$ cat src/rtl/ram_arb2.sv
// CPU/DMA request arbiter in front of the byte-laned 32-bit BRAM; CPU has fixed priority.
// Define ARB_STARVE_EN to force a DMA slot after MAX_WAIT back-to-back CPU grants.
module ram_arb2 #(
  parameter int unsigned ADDR_W   = 17,
  parameter int unsigned MAX_WAIT = 8
) (
  input  logic              clk,
  input  logic              rst_n,
  input  logic              cpu_req,
  input  logic              cpu_wr,
  input  logic              cpu_be,
  input  logic [ADDR_W-1:0] cpu_addr,
  input  logic [31:0]       cpu_wdata,
  output logic              cpu_ack,
  output logic [31:0]       cpu_rdata,
  input  logic              dma_req,
  input  logic              dma_wr,
  input  logic              dma_be,
  input  logic [ADDR_W-1:0] dma_addr,
  input  logic [31:0]       dma_wdata,
  output logic              dma_ack,
  output logic [31:0]       dma_rdata,
  output logic              ram_wr,
  output logic              ram_be,
  output logic [ADDR_W-1:0] ram_addr,
  output logic [31:0]       ram_wdata,
  input  logic [31:0]       ram_rdata
);

  localparam int unsigned DATA_W = 32;

  typedef enum logic [1:0] {
    S_IDLE   = 2'd0,
    S_ACCESS = 2'd1,
    S_RESP   = 2'd2
  } state_t;

  typedef enum logic {
    OWN_CPU = 1'b0,
    OWN_DMA = 1'b1
  } owner_t;

  typedef struct packed {
    logic              wr;
    logic              be;
    logic [ADDR_W-1:0] addr;
    logic [DATA_W-1:0] wdata;
  } ram_cmd_t;

  if (MAX_WAIT < 1) begin : g_max_wait_chk
    $error("ram_arb2: MAX_WAIT must be at least 1");
  end

  state_t            state_q, state_d;
  owner_t            owner_q, owner_d;
  ram_cmd_t          cmd_q, cmd_d;
  logic              cpu_ack_q, cpu_ack_d;
  logic              dma_ack_q, dma_ack_d;
  logic [DATA_W-1:0] cpu_rdata_q, cpu_rdata_d;
  logic [DATA_W-1:0] dma_rdata_q, dma_rdata_d;

  ram_cmd_t cpu_cmd_c;
  ram_cmd_t dma_cmd_c;
  logic     force_dma_c;
  logic     grant_cpu_c;
  logic     grant_dma_c;

  assign cpu_cmd_c = '{wr: cpu_wr, be: cpu_be, addr: cpu_addr, wdata: cpu_wdata};
  assign dma_cmd_c = '{wr: dma_wr, be: dma_be, addr: dma_addr, wdata: dma_wdata};

  // Grant decode; only consumed while the FSM sits in IDLE.
  assign grant_cpu_c = cpu_req && !force_dma_c;
  assign grant_dma_c = dma_req && !grant_cpu_c;

`ifdef ARB_STARVE_EN
  localparam int unsigned WAIT_W = $clog2(MAX_WAIT + 1);

  logic [WAIT_W-1:0] wait_q, wait_d;

  assign force_dma_c = dma_req && (wait_q == WAIT_W'(MAX_WAIT));

  // Counts CPU wins that left a DMA request waiting; never exceeds MAX_WAIT.
  always_comb begin
    wait_d = wait_q;
    if (state_q == S_IDLE) begin
      if (!dma_req || grant_dma_c) begin
        wait_d = '0;
      end else if (grant_cpu_c) begin
        wait_d = wait_q + WAIT_W'(1);
      end
    end
  end

  always_ff @(posedge clk or negedge rst_n) begin
    if (!rst_n) begin
      wait_q <= '0;
    end else begin
      wait_q <= wait_d;
    end
  end
`else
  assign force_dma_c = 1'b0;
`endif

  always_ff @(posedge clk or negedge rst_n) begin
    if (!rst_n) begin
      state_q     <= S_IDLE;
      owner_q     <= OWN_CPU;
      cmd_q       <= '0;
      cpu_ack_q   <= 1'b0;
      dma_ack_q   <= 1'b0;
      cpu_rdata_q <= '0;
      dma_rdata_q <= '0;
    end else begin
      state_q     <= state_d;
      owner_q     <= owner_d;
      cmd_q       <= cmd_d;
      cpu_ack_q   <= cpu_ack_d;
      dma_ack_q   <= dma_ack_d;
      cpu_rdata_q <= cpu_rdata_d;
      dma_rdata_q <= dma_rdata_d;
    end
  end

  // Acks default low so they pulse for exactly the RESP cycle.
  always_comb begin
    state_d     = state_q;
    owner_d     = owner_q;
    cmd_d       = cmd_q;
    cpu_ack_d   = 1'b0;
    dma_ack_d   = 1'b0;
    cpu_rdata_d = cpu_rdata_q;
    dma_rdata_d = dma_rdata_q;

    case (state_q)
      S_IDLE: begin
        if (grant_cpu_c) begin
          state_d = S_ACCESS;
          owner_d = OWN_CPU;
          cmd_d   = cpu_cmd_c;
        end else if (grant_dma_c) begin
          state_d = S_ACCESS;
          owner_d = OWN_DMA;
          cmd_d   = dma_cmd_c;
        end
      end

      S_ACCESS: begin
        state_d  = S_RESP;
        cmd_d.wr = 1'b0;
        if (owner_q == OWN_CPU) begin
          cpu_ack_d   = 1'b1;
          cpu_rdata_d = ram_rdata;
        end else begin
          dma_ack_d   = 1'b1;
          dma_rdata_d = ram_rdata;
        end
      end

      S_RESP: begin
        state_d = S_IDLE;
      end

      default: begin
        state_d = S_IDLE;
      end
    endcase
  end

  assign ram_wr    = cmd_q.wr;
  assign ram_be    = cmd_q.be;
  assign ram_addr  = cmd_q.addr;
  assign ram_wdata = cmd_q.wdata;
  assign cpu_ack   = cpu_ack_q;
  assign dma_ack   = dma_ack_q;
  assign cpu_rdata = cpu_rdata_q;
  assign dma_rdata = dma_rdata_q;

endmodule

$ cat config.mk
export PLATFORM = sky130hd
export DESIGN_NAME = ram_arb2
export DESIGN_NICKNAME = d
export VERILOG_FILES = /design/src/rtl/ram_arb2.sv
export SDC_FILE = /design/constraint.sdc
export NUM_CORES = 1
export LEC_CHECK = 0
export BUFFER_PORTS_ARGS = -buffer_cell sky130_fd_sc_hd__buf_2
export CORE_AREA = 2 2 111 113
export CTS_CLUSTER_DIAMETER = 100
export DETAILED_ROUTE_END_ITERATION = 10
export DIE_AREA = 0 0 113 115
export PLACE_DENSITY = 0.77
export SYNTH_ARGS = -nofsm -noshare
export SYNTH_HDL_FRONTEND = slang
export SYNTH_SLANG_ARGS = --single-unit
$ cat constraint.sdc
create_clock -name clk -period 4.1 [get_ports clk]
set_clock_uncertainty 0.15 [all_clocks]
set_input_delay 0.41 -clock clk [delete_from_list [all_inputs] [get_ports clk]]
set_output_delay 0.41 -clock clk [all_outputs]
set_load 0.01 [all_outputs]
* After elaboration in Yosys (flattened, before gate mapping)
Index checks and enable logic that the tools add are counted.
** Word-level totals
- ROM bits :: 0
- Logic and storage cells :: 34
- Register bits after elaboration :: 120
- Memory bits (writable) :: 0
- Latch bits :: 0
- Output and inout port bits :: 117
- Input bits :: 138
- Memories :: 0
** Operators by class
- Eq/ne operators :: 2
- Multiply operators :: 0
- Bitwise operators :: 1
- Shift-type cells :: 0
- Divide/modulo/power cells :: 0
- Multiplexer cells :: 12
- Reductions and logical operators :: 9
- Add/sub/neg operators :: 0
- $lt $le $gt $ge :: 0
** Operator list (count)
- $mux 51 :: 2
- $reduce_and 2->1 :: 4
- $mux 1 :: 6
- $mux 2 :: 2
- $pmux 2 s2 :: 1
- $reduce_bool 2->1 :: 2
- $ne 3x3->1 const B :: 1
- $eq 2x1->1 const B :: 1
- $logic_not 2->1 :: 1
- $pmux 1 s2 :: 1
- $logic_and 1x1->1 :: 1
- $logic_not 1->1 :: 1
- $not 1->1 :: 1

* Logic depth before layout (Yosys ltp)
Gate-level depths: netlist of the first run.
- Depth after elaboration :: 5
- Gate-level depth with buffers :: 7
- Mapped depth without buffers :: 3

* Least setup slack after synthesis of the first run
Ideal clock, no wire load.
- Path type :: input port to flip-flop
- Start :: input cpu_req
- End :: register cmd_q, in the netlist ram_addr[0]
- Data required time :: 3877 ps
- Path buffers :: 4
- Path slack :: 2489 ps
- Stages :: 7
- Setup time :: 73 ps
- Arrival time :: 1388 ps
- Cells stage by stage :: buf_6 or2_1 buf_2 and2_4 buf_6 buf_6 a21oi_2
** Between the ends
- Word-level cells in the longest chain between the ends :: 4
- Elaborated cells between the ends (all ways) :: 5
- Those cells by class :: 1 x mux; 4 x reduce/logical
** Ends and longest elaborated chain
- start, declared :: line 9 : input logic cpu_req,
- $logic_not 1->1 :: line 73 : assign grant_dma_c = dma_req && !grant_cpu_c;
- $logic_and 1x1->1 :: line 73
- $reduce_bool 2->1 (no source line)
- $reduce_and 2->1 (no source line)
- end signal, assigned :: line 117 : cmd_q <= cmd_d;
- end, declared :: line 56 : ram_cmd_t cmd_q, cmd_d;
Several ways; a longest one is shown, not always the timed one.
A chain may end at the register's enable or synchronous reset.

* Worst setup path after layout of the first run
- Start :: register state_q[0]
- End :: register cmd_q, in the netlist ram_wdata[30]
** Between the ends
- Word-level cells in the longest chain between the ends :: 2
** Ends and longest elaborated chain
- start, declared :: line 54 : state_t state_q, state_d;
- start signal, assigned :: line 115 : state_q <= state_d;
- $logic_not 2->1 :: line 135 : case (state_q)
- $reduce_and 2->1 (no source line)
No other way between the ends.

==> results of run 1 <==
routing by layer:
layer,vias up,share of wire,wire [µm],global-route usage
li1,1843,-,-,-
met1,1878,0.42,5130,0.239
met2,167,0.49,6040,0.311
met3,25,0.065,798,0.0490
met4,0,0.025,308,0.0756
met5,-,0,0,0
area by class of cell:
class,instances,area share
sequential,120,0.424
multi-input combinational,225,0.282
timing repair buffer,260,0.188
clock buffer,23,0.0689
tap,147,0.0260
clock inverter,8,0.0101
inverter,1,0.000530
cells by family (layout without fill, tap and decap cells):
kind of cell	after synthesis	in the layout	share of synthesized area
AOI/OAI and AO/OA	104	104	0.138
buffers and inverters	31	292	0.0361
DFF	120	120	0.581
muxes	115	115	0.238
and+or+nand+nor	6	6	0.00726
cells in the final DEF, fill, tap and decap left out, drive strengths merged:
| cell type | n |
|---|---|
| or2 | 1 |
| nor2 | 1 |
| buf | 259 |
| a21oi | 103 |
| mux2 | 64 |
| nand2 | 1 |
| nor2b | 2 |
| dfrtp | 120 |
| bufinv | 1 |
| dlygate4sd3 | 1 |
| mux2i | 51 |
| clkinv | 6 |
| and2 | 1 |
| a211oi | 1 |
| inv | 1 |
| clkbuf | 23 |
| clkinvlp | 1 |
where the power goes:
group          leakage [nW]  total [W]  switching, W  internal [W]
clock network         0.279    0.00138      0.000491      0.000889
logic                  1.79    0.00222       0.00124      0.000973
registers              1.38    0.00210      0.000306       0.00179
total                  3.44    0.00570       0.00204       0.00365
per-stage QoR:
step           hold WS [ns]  utilization
3_3_place_gp          0.312        0.551
3_5_place_dp          0.321        0.551
6_report             0.0878        0.599
2_1_floorplan       -0.0356            -
5_1_grt              0.0778        0.599
4_1_cts              0.0718        0.599
sequential cells by signal (all words and copies together) (netlist names):
| signal | count |
|---|---|
| dma_rdata | 32 |
| state_q | 2 |
| dma_ack | 1 |
| ram_wdata | 32 |
| cpu_rdata | 32 |
| owner_q | 1 |
| ram_be | 1 |
| cpu_ack | 1 |
| ram_addr | 17 |
| ram_wr | 1 |
path summary, 6_finish.rpt:
| kind | end | slack (ns) | depth (start not counted) | start |
|---|---|---|---|---|
| setup / recovery | ram_wdata[30] | 1.84 | 4 | state_q[0] |
| hold / removal | dma_rdata[3] | 0.09 | 2 | ram_rdata[3] |
| setup reg to reg | ram_wdata[30] | 1.84 | 4 | state_q[0] |
| hold reg to reg | cpu_rdata[11] | 0.33 | 1 | cpu_rdata[11] |
| max in group asynchronous | cpu_rdata[24] | 2.54 | 3 | rst_n |
| min in group asynchronous | ram_addr[0] | 0.45 | 2 | rst_n |
==> reports/metrics.csv, run 1 <==
metric,value,unit
WS Path Type,reg -> reg,
largest net degree at the start of global routing,68,
failing checks,DRC,
top cell type's share of synthesized area,0.581,
cell area after layout,7080,µm²
Peak VDD IR,0.000372,V
critical path launch point type,flop,
Top delay family on crit path,simple AND/OR/NAND/NOR gates,
Core ar.,11800,µm²
Syn Inst Count,376,
initial antenna violation count,0,
Relative slew margins,0.330,
clk_lat worst skew,0.39,ns
TNS Setup,0,ns
fillers,979,
Clock transition at path regs,0.05,ns
worst-case clock buffer depth,2,
Worst Path Required,4.18,ns
Leakage,3.44,nW
endpoint type of the worst setup path,flop,
biggest area consumer among synthesized cells,dfrtp_1,
Hold Fails Final Rpt,0,
TritonCTS clock tree,yes,
post-route clock period utilization,0.551,
max cap viols,0,
DRT Pass-1 Iters,7,
Post-DP Area,6510,µm²
GPL Wtd Cong,0.747,
Die Footprint,13000,µm²
Mapped Nets,514,
register area,3000,µm²
CTS buffer count,17,
Yosys reg bits,120,
vias per cell,4.99,
share of flip-flops with an asynchronous set or reset,1.00,
# clock sinks,120,
first-pass GRT wire length,19300,µm
"EDFF count, synth",0,
Die W,113,µm
Buf/Inv on CP,1,
DRC,15,
placed cells,752,
Routed WL,12300,µm
vias in the first global route,3917,
gr usage total,0.188,
area of the multi-input gates,2000,µm²
largest cells by area after synthesis,"dfrtp_1, mux2_1, mux2i_1",
synth cell count leaders,"dfrtp_1, mux2_1, a21oi_1, mux2i_1, a21oi_2",
endpoints failing setup,0,
Final WS setup,1.84,ns
vias,3913,
layout cells sized above 1,0.540,
Starting Density,0.438,
crit-path max FO,54,
DP Worst Slack,1.72,ns
num rows,40,
synthesized area,5170,µm²
Die Height,115,µm
Synth Warn #,0,
Worst EP arrival,2.34,ns
H-tree depth,4,
hold-fix buffers at CTS,1,
CTS Root Cell,clkbuf_16,
post_cts resized,0,
top-count cell post-synth,dfrtp_1,
overall power,0.00570,W
DRT antenna net count,0,
layout overhead on the synthesized area,36.9,%
final std cells w/o fill,784,
residual overflow from global routing,0,
PD cells,804,nW/µm²
Slew Limit Fails,0,
Ant. Diodes,0,
min Tclk post-route,2.26,ns
postcts setup bufs,0,
nets@finish,763,
per-cell routed wire length,15.7,µm
I/O Buffers,254,
Cell variety after synth,17,
dpl hpwl,9000,µm
CP max-delay cell,and2_4,
Worst-Margin Slew,1.00,ns
Hold Crit Class,in -> reg,
CP Cell Sequence,"nor2_4, buf_4, and2_4, a21oi_1",
status,"complete, but fails checks",
CP peak stage delay,0.81,ns
Avg Inst Size Synth,13.7,µm²
Fmax,443,MHz
Starting DRT DRC Count,137,
unrepaired setup endpoints after global routing,false,
main flop type after synthesis,dfrtp_1,
sequential element share of the synthesized area,0.581,
boundary pin count,255,
No activity file was read; power rests on OpenSTA's default activity.
==> run 2: changes to the inputs <==
--- a/config.mk
+++ b/config.mk
@@ -6,11 +6,11 @@
 export NUM_CORES = 1
 export LEC_CHECK = 0
 export BUFFER_PORTS_ARGS = -buffer_cell sky130_fd_sc_hd__buf_2
-export CORE_AREA = 2 2 111 113
+export CORE_AREA = 2 2 114 116
 export CTS_CLUSTER_DIAMETER = 100
 export DETAILED_ROUTE_END_ITERATION = 10
-export DIE_AREA = 0 0 113 115
-export PLACE_DENSITY = 0.77
+export DIE_AREA = 0 0 116 118
+export PLACE_DENSITY = 0.76
 export SYNTH_ARGS = -nofsm -noshare
 export SYNTH_HDL_FRONTEND = slang
 export SYNTH_SLANG_ARGS = --single-unit
==> constraint.sdc (replaced) <==
create_clock -name clk -period 1.9 [get_ports clk]
set_clock_uncertainty 0.15 [all_clocks]
set_input_delay 0.19 -clock clk [delete_from_list [all_inputs] [get_ports clk]]
set_output_delay 0.19 -clock clk [all_outputs]
set_load 0.01 [all_outputs]
==> run 2 against run 1 <==
Net effect: the run now ends clean; cell area is 21% higher; register-to-register slack worse by 1.6 ns; sequential share of layout area is 7.3 points lower; core utilization is 8.9 points higher; combinational power is 140% higher; die area is 5.3% higher; via count is 18% higher; worst hold slack worse by 0.047 ns; largest cell class unchanged; highest routed layer unchanged.
==> reports/metrics.csv, run 2 (synthesis gave the netlist of run 1 again) <==
metric,value,unit
TNS Setup,0,ns
status,"complete, no violations",
most frequent cells in the layout,"buf_2, dlygate4sd3_1, dfrtp_1",
max cap viols,0,
Worst EP arrival,1.82,ns
gr usage total,0.235,
vias in the first global route,5090,
CTS Root Cell,clkbuf_16,
Final WS setup,0.178,ns
first-pass GRT wire length,24700,µm
vias per cell,4.91,
Die W,116,µm
critical path launch point type,input pin,
dpl hpwl,9060,µm
final std cells w/o fill,944,
DRT antenna net count,0,
Final Hold Slack,0.0405,ns
CP max-delay cell,and2_4,
residual overflow from global routing,0,
TritonCTS clock tree,yes,
Die Height,118,µm
per-cell routed wire length,16.9,µm
unrepaired setup endpoints after global routing,false,
Routed WL,15900,µm
layout overhead on the synthesized area,65.3,%
placed cells,779,
initial antenna violation count,0,
crit-path max FO,52,
post_cts resized,0,
Clock transition at path regs,0.05,ns
CP Cell Sequence,"dlygate4sd3_1, buf_2, or2_2, and2_4, a21oi_1",
worst-case clock buffer depth,2,
num rows,41,
Hold Crit Class,in -> async,
Worst Path Required,2.00,ns
Starting DRT DRC Count,275,
Fmax,581,MHz
Die Footprint,13700,µm²
Worst-Margin Slew,0.861,ns
min Tclk post-route,1.72,ns
endpoints failing setup,0,
H-tree depth,4,
Ant. Diodes,0,
DRC,0,
Leakage,4.04,nW
largest net degree at the start of global routing,71,
WS Path Type,in -> reg,
endpoint type of the worst setup path,flop,
Relative slew margins,0.426,
DRT Pass-1 Iters,4,
# clock sinks,120,
PD cells,1530,nW/µm²
clk_lat worst skew,0.40,ns
layout cells sized above 1,0.447,
"commonest non-fill, non-tap cell in the layout",buf_2,
GPL Wtd Cong,0.734,
vias,4635,
DP Worst Slack,0.211,ns
Core ar.,12400,µm²
CTS buffer count,17,
boundary pin count,255,
post-route clock period utilization,0.906,
Slew Limit Fails,0,
nets@finish,898,
postcts setup bufs,0,
Peak VDD IR,0.000738,V
CP peak stage delay,0.69,ns
I/O Buffers,254,
Hold Fails Final Rpt,0,
Starting Density,0.416,
[run 2: cell count changes in the layout (fill, tap and decap cells not counted)]
| cell | before | now |
|---|---|---|
| dlygate4sd3_1 | 1 | 134 |
| buf_12 | 1 | 5 |
| buf_4 | 5 | 3 |
| bufinv_16 | 1 | 3 |
| clkinv_2 | 5 | 3 |
| clkbuf_1 | 2 | 3 |
| clkbuf_8 | 4 | 3 |
| clkinv_4 | 1 | 0 |
| clkinvlp_4 | 1 | 2 |
[run 2: cell type report]
cell class	instances	area, µm²
fillers	869	3870
flip-flops and latches	120	3000
repair buffers	395	2730
multi-input cells	225	2000
clock buffers	23	478
well taps	172	215
clock inverters	8	120
inverters	1	3.75
[run 2: worst max-delay path: cells and delay by family]
family                 cells  cell delay (ns)
AND/OR/NAND/NOR            2             0.80
buffers and inverters      2             0.66
AO/OA/AOI/OAI              1             0.14
[run 2: final timing paths]
path                              start            end  slack, ns  cells after the start
min in group clk                 dma_wr         ram_wr       0.06                      3
min                               rst_n  cpu_rdata[12]       0.04                      2
max                             dma_req  ram_wdata[30]       0.18                      5
max reg2reg                  state_q[0]  ram_wdata[30]       0.21                      3
max in group asynchronous         rst_n  ram_wdata[28]       0.93                      3
min reg2reg                cpu_rdata[3]   cpu_rdata[3]       0.32                      1
[run 2: per-layer routing]
layer | vias to the layer above | GRT usage | wire [µm]
met5 | - | 0 | 0
met2 | 210 | 0.430 | 8510
met4 | 0 | 0.104 | 465
met1 | 2265 | 0.244 | 5970
met3 | 44 | 0.0685 | 980
li1 | 2116 | - | -
[run 2: per-stage QoR]
step	utilization	instance area (µm²)	total power, W
floorplan	-	5170	0.00751
global placement	0.532	6610	0.00928
detailed placement	0.532	6610	0.00951
CTS	0.688	8550	0.0130
global route	0.688	8550	0.0138
finish	0.688	8550	0.0130
[run 2: power by group]
part | total, W | internal (W) | switching, W | leakage (nW)
clock network | 0.00324 | 0.00215 | 0.00109 | 0.289
registers | 0.00458 | 0.00387 | 0.000707 | 1.38
logic | 0.00522 | 0.00238 | 0.00284 | 2.37
[run 2: timing repair]
| item | in CTS | in global routing |
|---|---|---|
| endpoints found under the setup margin | 0 | 0 |
| endpoints found under the hold margin | 235 | 0 |
| hold buffers | 134 | 0 |
==> run 3: changes to the inputs <==
--- a/config.mk
+++ b/config.mk
@@ -6,11 +6,13 @@
 export NUM_CORES = 1
 export LEC_CHECK = 0
 export BUFFER_PORTS_ARGS = -buffer_cell sky130_fd_sc_hd__buf_2
-export CORE_AREA = 2 2 114 116
+export CELL_PAD_IN_SITES_DETAIL_PLACEMENT = 0
+export CELL_PAD_IN_SITES_GLOBAL_PLACEMENT = 1
+export CORE_AREA = 2 2 131 133
 export CTS_CLUSTER_DIAMETER = 100
 export DETAILED_ROUTE_END_ITERATION = 10
-export DIE_AREA = 0 0 116 118
-export PLACE_DENSITY = 0.76
+export DIE_AREA = 0 0 133 135
+export PLACE_DENSITY_LB_ADDON = 0.1
 export SYNTH_ARGS = -nofsm -noshare
 export SYNTH_HDL_FRONTEND = slang
 export SYNTH_SLANG_ARGS = --single-unit
==> run 3 against run 2 <==
Net effect: the flow now finishes with violations (hold timing); final cell count up 5.3%; worst setup slack better by 0.047 ns; global-route usage down 7.1 points; critical path type is now reg -> reg; largest cell class unchanged; highest routed layer unchanged.
==> reports/metrics.csv, run 3 (synthesis gave the netlist of run 1 again) <==
metric,value,unit
unrepaired setup endpoints after global routing,false,
Relative slew margins,0.623,
max cap viols,0,
CP max-delay cell,dfrtp_1,
most frequent cells in the layout,"buf_2, dlygate4sd3_1, dfrtp_1",
nets@finish,899,
post-route clock period utilization,0.882,
Final Hold Slack,-0.00376,ns
Buf/Inv on CP,1,
Top delay family on crit path,simple AND/OR/NAND/NOR gates,
vias per cell,4.43,
Core ar.,16400,µm²
I/O Buffers,254,
Clock transition at path regs,0.05,ns
H-tree depth,4,
endpoints failing setup,0,
Leakage,4.05,nW
TNS Setup,0,ns
TritonCTS clock tree,yes,
worst-case clock buffer depth,2,
cell area after layout,8640,µm²
min Tclk post-route,1.68,ns
Die W,133,µm
Ant. Diodes,0,
Worst-Margin Slew,0.565,ns
Reg2Reg Depth,4,
worst reg2reg startpoint,state_q[0],
Starting Density,0.315,
critical path launch point type,flop,
Critical path destination,cpu_rdata[6],
CTS buffer count,17,
Starting DRT DRC Count,112,
gr usage total,0.165,
CP peak stage delay,0.38,ns
Worst EP arrival,1.81,ns
Slew Limit Fails,0,
Die Height,135,µm
DRT antenna net count,0,
Hold Crit Class,in -> reg,
CP Cell Sequence,"nor2b_2, nor2b_4, buf_12, mux2_1",
vias,4399,
r2r endpoint,cpu_rdata[6],
largest net degree at the start of global routing,67,
crit path from,state_q[0],
Reg2Reg Setup Slack,0.22,ns
PD cells,1510,nW/µm²
residual overflow from global routing,0,
endpoint type of the worst setup path,flop,
Fmax,597,MHz
DRT Pass-1 Iters,4,
num rows,47,
layout cells sized above 1,0.453,
# clock sinks,120,
dpl hpwl,9610,µm
Worst Path Required,2.03,ns
Hold Fails Final Rpt,1,
failing checks,hold timing,
Die Footprint,18000,µm²
DRC,0,
status,"complete, but fails checks",
first-pass GRT wire length,23100,µm
CTS Root Cell,clkbuf_16,
clk_lat worst skew,0.40,ns
layout overhead on the synthesized area,67.1,%
Crit. path cell count,4,
initial antenna violation count,0,
vias in the first global route,4585,
WS Path Type,reg -> reg,
crit-path max FO,33,
"commonest non-fill, non-tap cell in the layout",buf_2,
GPL Wtd Cong,0.696,
per-cell routed wire length,14.5,µm
Post-DP Area,6710,µm²
Peak VDD IR,0.000630,V
boundary pin count,255,
Routed WL,14400,µm
run 3: timing repair:
action	CTS	global route
hold buffers	132	0
hold endpoints to repair	234	0
setup buffers	0	0
resized for setup	0	0
run 3: worst min path at each step:
stage	from	to	slack, ns	cells after the start
global placement	rst_n	dma_rdata[21]	0.07	2
finish	dma_addr[5]	ram_addr[5]	-0.004	3
global route	dma_addr[5]	ram_addr[5]	0.02	3
detailed placement	rst_n	cpu_rdata[21]	0.08	2
CTS	dma_addr[5]	ram_addr[5]	0.005	3
floorplan	rst_n	cpu_ack	-0.26	0
run 3: through the flow:
step | utilization | power [W] | worst slack, ns | std cells
after global routing | 0.527 | 0.0139 | 0.146 | 994
after CTS | 0.527 | 0.0132 | 0.202 | 994
after floorplan | - | 0.00751 | 0.327 | 376
after global placement | 0.409 | 0.00958 | 0.261 | 830
after detailed placement | 0.409 | 0.00970 | 0.212 | 830
final | 0.527 | 0.0130 | 0.225 | 994
run 3: tightest hold or removal path, cell delays in order:
cell and delay (ns):
buf_2 0.08, mux2i_1 0.10, a21oi_2 0.14
run 3: power breakdown:
group	internal (W)	switching [W]
registers	0.00386	0.000623
logic	0.00247	0.00284
clock network	0.00207	0.00114
run 3: layout make-up:
class                           instances  area [µm²]
Timing Repair Buffer                  396        2760
Inverter                                1        3.75
Clock buffer                           22         484
Sequential cell                       120        3000
Fill cell                            1481        7770
Tap cell                              220         275
Clock inverter                         10         119
Multi-Input combinational cell        225        2000
run 3: layer usage:
layer	share of wire	GRT usage
met1	0.44	0.205
met2	0.48	0.278
met3	0.065	0.0432
met4	0.011	0.0579
met5	0	0
